`config.mk`:
```
export PLATFORM = sky130hd
export DESIGN_NAME = magnitude_comparator
export DESIGN_NICKNAME = d
export VERILOG_FILES = /design/src/rtl/magnitude_comparator.sv
export SDC_FILE = /design/constraint.sdc
export NUM_CORES = 1
export LEC_CHECK = 0
export BUFFER_PORTS_ARGS = -buffer_cell sky130_fd_sc_hd__buf_2
export CAP_MARGIN = 10
export CELL_PAD_IN_SITES_DETAIL_PLACEMENT = 1
export CELL_PAD_IN_SITES_GLOBAL_PLACEMENT = 1
export CORE_MARGIN = 5
export CORE_UTILIZATION = 38
export DETAILED_ROUTE_END_ITERATION = 12
export HOLD_SLACK_MARGIN = 0.15
export PLACE_DENSITY = 0.82
export SETUP_SLACK_MARGIN = 0.5
export SLEW_MARGIN = 25
export SYNTH_ARGS = -nofsm -noshare
export SYNTH_HDL_FRONTEND = slang
export SYNTH_SLANG_ARGS = --single-unit
export TNS_END_PERCENT = 10
```
`constraint.sdc`:
```
create_clock -name clk -period 0.97 [get_ports clk]
set_clock_uncertainty 0.15 [all_clocks]
set_input_delay 0.194 -clock clk [delete_from_list [all_inputs] [get_ports clk]]
set_output_delay 0.194 -clock clk [all_outputs]
set_load 0.01 [all_outputs]
```
`src/rtl/magnitude_comparator.sv`:
```
// Registered magnitude comparator: one-hot eq/gt/lt flags plus max, min and
// |A-B| for SIZE-bit operands, unsigned or two's-complement, one-cycle latency.
module magnitude_comparator #(
  parameter int SIZE = 5
) (
  input  logic            clk,
  input  logic            rst_n,
  input  logic            in_valid,
  input  logic            signed_mode,
  input  logic [SIZE-1:0] A,
  input  logic [SIZE-1:0] B,
  output logic            out_valid,
  output logic            aequalsb,
  output logic            agreaterb,
  output logic            alesserb,
  output logic [SIZE-1:0] max_val,
  output logic [SIZE-1:0] min_val,
  output logic [SIZE-1:0] abs_diff
);

  typedef struct packed {
    logic            eq;
    logic            gt;
    logic            lt;
    logic [SIZE-1:0] mx;
    logic [SIZE-1:0] mn;
    logic [SIZE-1:0] df;
  } res_t;

  res_t            res_d, res_q;
  logic            vld_d, vld_q;
  logic [SIZE-1:0] sign_mask, a_key, b_key, mx, mn;

  always_comb begin
    vld_d = in_valid;
    res_d = res_q;
    // Flipping the sign bit maps two's-complement order onto unsigned order.
    sign_mask           = '0;
    sign_mask[SIZE-1]   = signed_mode;
    a_key               = A ^ sign_mask;
    b_key               = B ^ sign_mask;
    mx                  = A;
    mn                  = B;
    if (in_valid) begin
      if (a_key < b_key) begin
        mx = B;
        mn = A;
      end
      res_d.eq = (A == B);
      res_d.gt = (a_key > b_key);
      res_d.lt = (a_key < b_key);
      res_d.mx = mx;
      res_d.mn = mn;
      res_d.df = mx - mn;
    end
  end

  always_ff @(posedge clk or negedge rst_n) begin
    if (!rst_n) begin
      vld_q <= 1'b0;
      res_q <= '0;
    end else begin
      vld_q <= vld_d;
      res_q <= res_d;
    end
  end

  assign out_valid = vld_q;
  assign aequalsb  = res_q.eq;
  assign agreaterb = res_q.gt;
  assign alesserb  = res_q.lt;
  assign max_val   = res_q.mx;
  assign min_val   = res_q.mn;
  assign abs_diff  = res_q.df;

endmodule

```
==> impl_metrics.ini <==
[clock_tree]
path_clk_slew_ps = 130
clock_latency_ps = 300
h-tree-depth = 1
cts-root-buf = clkbuf_4
numCtsBuffers = 3
cts_tree = built
cts_buffer_depth = 2
clock_sinks = 19

[placed_design]
port_buffers = 32
placed_area_um2 = 1620
gp_congestion = 0.876
hpwlAfterDp_um = 3030

[sta]
min_period_ps = 2410
final_max_slew_viol_count = 0
setup_viol = 35
clock.fmax_ghz = 0.415
max_slew_margin_pct = 60.6
worst_hold_slack_ps = -339
tns_ps = -17980
tightest_slew_ps = 586
fin_ws_ps = -1440
rsz0062_at_grt = true
hold_violations = 19
period_share_pct = 248

[synth]
async_reset_ff_share_pct = 100
synth_warnings = 0
ys_ff_latch = 19
syn_nets = 143
synthCells = 124
synth.distinct_cells = 42
synth-edff-count = 0
ys_seq_area_share_pct = 40.7
synth_ff_type = dfrtp_1
syn_area_um2 = 1170
syn_avg_cell_area_um2 = 9.42

[global_routing]
use_met1_pct = 26.7
gr-usage-all-layers_pct = 23.9
grtUsageMet2_pct = 44.2
grt_overflow = 0
antenna_found_initial = 0
grt_pass1_wl_um = 7690
gr-usage-met3_pct = 3.93
grt_pass1_vias = 1491
grt_max_degree = 21
top_usage_layer = met2

[critical_path]
critPathLaunchType = input pin
rrSetupSlack_ps = -10
end_kind = flop
path_max_fanout = 3
critical_path_required_ps = 1030
crit_type = input pin to flop
arrival_ps = 2470

[route]
wl_um = 5620
first_pass_iters = 5
via_count = 1359
viasPerCell = 5.81
initialDrtViolationCount = 99
ant_nets = 0
wl_per_cell_um = 24.0
drc = 0

[floorplan]
core_um2 = 3000
die_area_um2 = 4280
die_x_um = 65.5
ios = 33
die_h_um = 65.5
initial_core_util_pct = 38.9
rows = 20

[run]
cap_violations = 0

[finish]
stdcell_area_um2 = 2000
diodes = 0
drive_above_1_share_pct = 57.2
fill_cells = 329
final_util_pct = 66.6
area_growth_pct = 71.2
fin_nets = 221

[hold_path]
hold_path_class = input pin to asynchronous set/reset pin

[pwr]
p_total_uw = 2730
p_leak_uw = 0.000946
ir_drop_v = 0.000879
power_density_nw_per_um2 = 1370

[run_status]
violations = hold timing, setup timing
outcome = finished, violations left
synth_stat cells (all sizes together), types with 2 or more instances:
| cell type | instances | area share, % |
|---|---|---|
| nor2 | 15 | 5.0 |
| a31oi | 2 | 1.1 |
| o211ai | 4 | 2.6 |
| inv | 9 | 2.9 |
| o31ai | 2 | 1.3 |
| mux2i | 2 | 1.7 |
| mux2 | 4 | 3.9 |
| nand2 | 8 | 2.6 |
| clkbuf | 4 | 1.3 |
| dfrtp | 19 | 41 |
| xnor2 | 2 | 1.5 |
| or4 | 3 | 1.9 |
| o311ai | 2 | 1.5 |
| o21ai | 5 | 2.1 |
| a21oi | 12 | 5.1 |
| a21o | 2 | 1.3 |
| ha | 5 | 5.4 |
| nand3 | 2 | 0.86 |
final timing paths:
kind                        startpoint           to  depth (start not counted)
setup / recovery                  B[2]  abs_diff[3]                         14
hold / removal                   rst_n   min_val[4]                          1
setup reg to reg            max_val[4]   max_val[4]                          1
hold reg to reg               alesserb     alesserb                          1
max in group asynchronous        rst_n     aequalsb                          1
min in group clk           signed_mode   min_val[4]                          3
per-layer routing:
| metal | routed length, um | up-vias |
|---|---|---|
| li1 | - | 598 |
| met1 | 2170 | 669 |
| met2 | 2960 | 72 |
| met3 | 282 | 20 |
| met4 | 207 | 0 |
| met5 | 0 | - |
cells in the final DEF (no fill, tap or decap), types with 4 or more instances in the layout:
cell and count:
o211ai_1 4, ha_4 4, a21oi_1 12, buf_4 39, buf_6 16, inv_1 6
dfrtp_1 19, buf_2 21, nor2_1 12, nand2_1 6
area by class of cell:
| type | count | area [um^2] | share of cell area, % |
|---|---|---|---|
| Multi-Input combinational cell | 91 | 805 | 40.2 |
| Timing Repair Buffer | 78 | 613 | 30.6 |
| Sequential cell | 19 | 475 | 23.8 |
| Tap cell | 33 | 41.3 | 2.06 |
| Inverter | 9 | 38.8 | 1.94 |
| Clock buffer | 3 | 22.5 | 1.13 |
| Clock inverter | 1 | 5.00 | 0.250 |
through the flow:
step	std cells	hold slack [ps]	setup WS, ps
3_5_place_dp	218	14.1	-1790
4_1_cts	233	-319	-1360
5_1_grt	234	-328	-1470
6_report	234	-339	-1440
3_3_place_gp	218	7.19	-1500
2_1_floorplan	124	-252	-1450
kinds of logic (layout without fill, tap and decap cells):
kind of cell	after synthesis	count (layout)	synth area share (%)
mux	6	6	5.57
xor+xnor	3	3	2.89
flops	19	19	40.7
compound gates	39	39	23.9
fa+ha+maj	6	6	6.21
simple gates	37	37	15.6
buf+inv	14	91	5.14
power breakdown:
group          switching (uW)  internal (uW)
combinational             656            649
clock                     275            153
sequential               80.9            917
critical path: stages:
cell and delay [ps]:
buf_6 100, inv_4 60, ha_4 210, and3b_1 190, o211ai_1 260, buf_4 170, buf_6 80, buf_6 90
buf_6 80, buf_6 100, a211oi_4 70, o21bai_4 190, or4_4 490, a31o_1 190
what timing repair did:
item                                    4_1_cts  5_1_grt
pin swaps                                    17       19
gates resized for setup                      32       28
hold endpoints to repair                     35       29
cloned                                        0        0
buffers inserted                             11        1
endpoints found under the setup margin       38       37
sequential cells by signal, summed over array words and instances, names as in the netlist:
name       cells
aequalsb       1
max_val        5
out_valid      1
abs_diff       5
alesserb       1
min_val        5
agreaterb      1
Note: power is estimated with default switching activity, not from simulation.
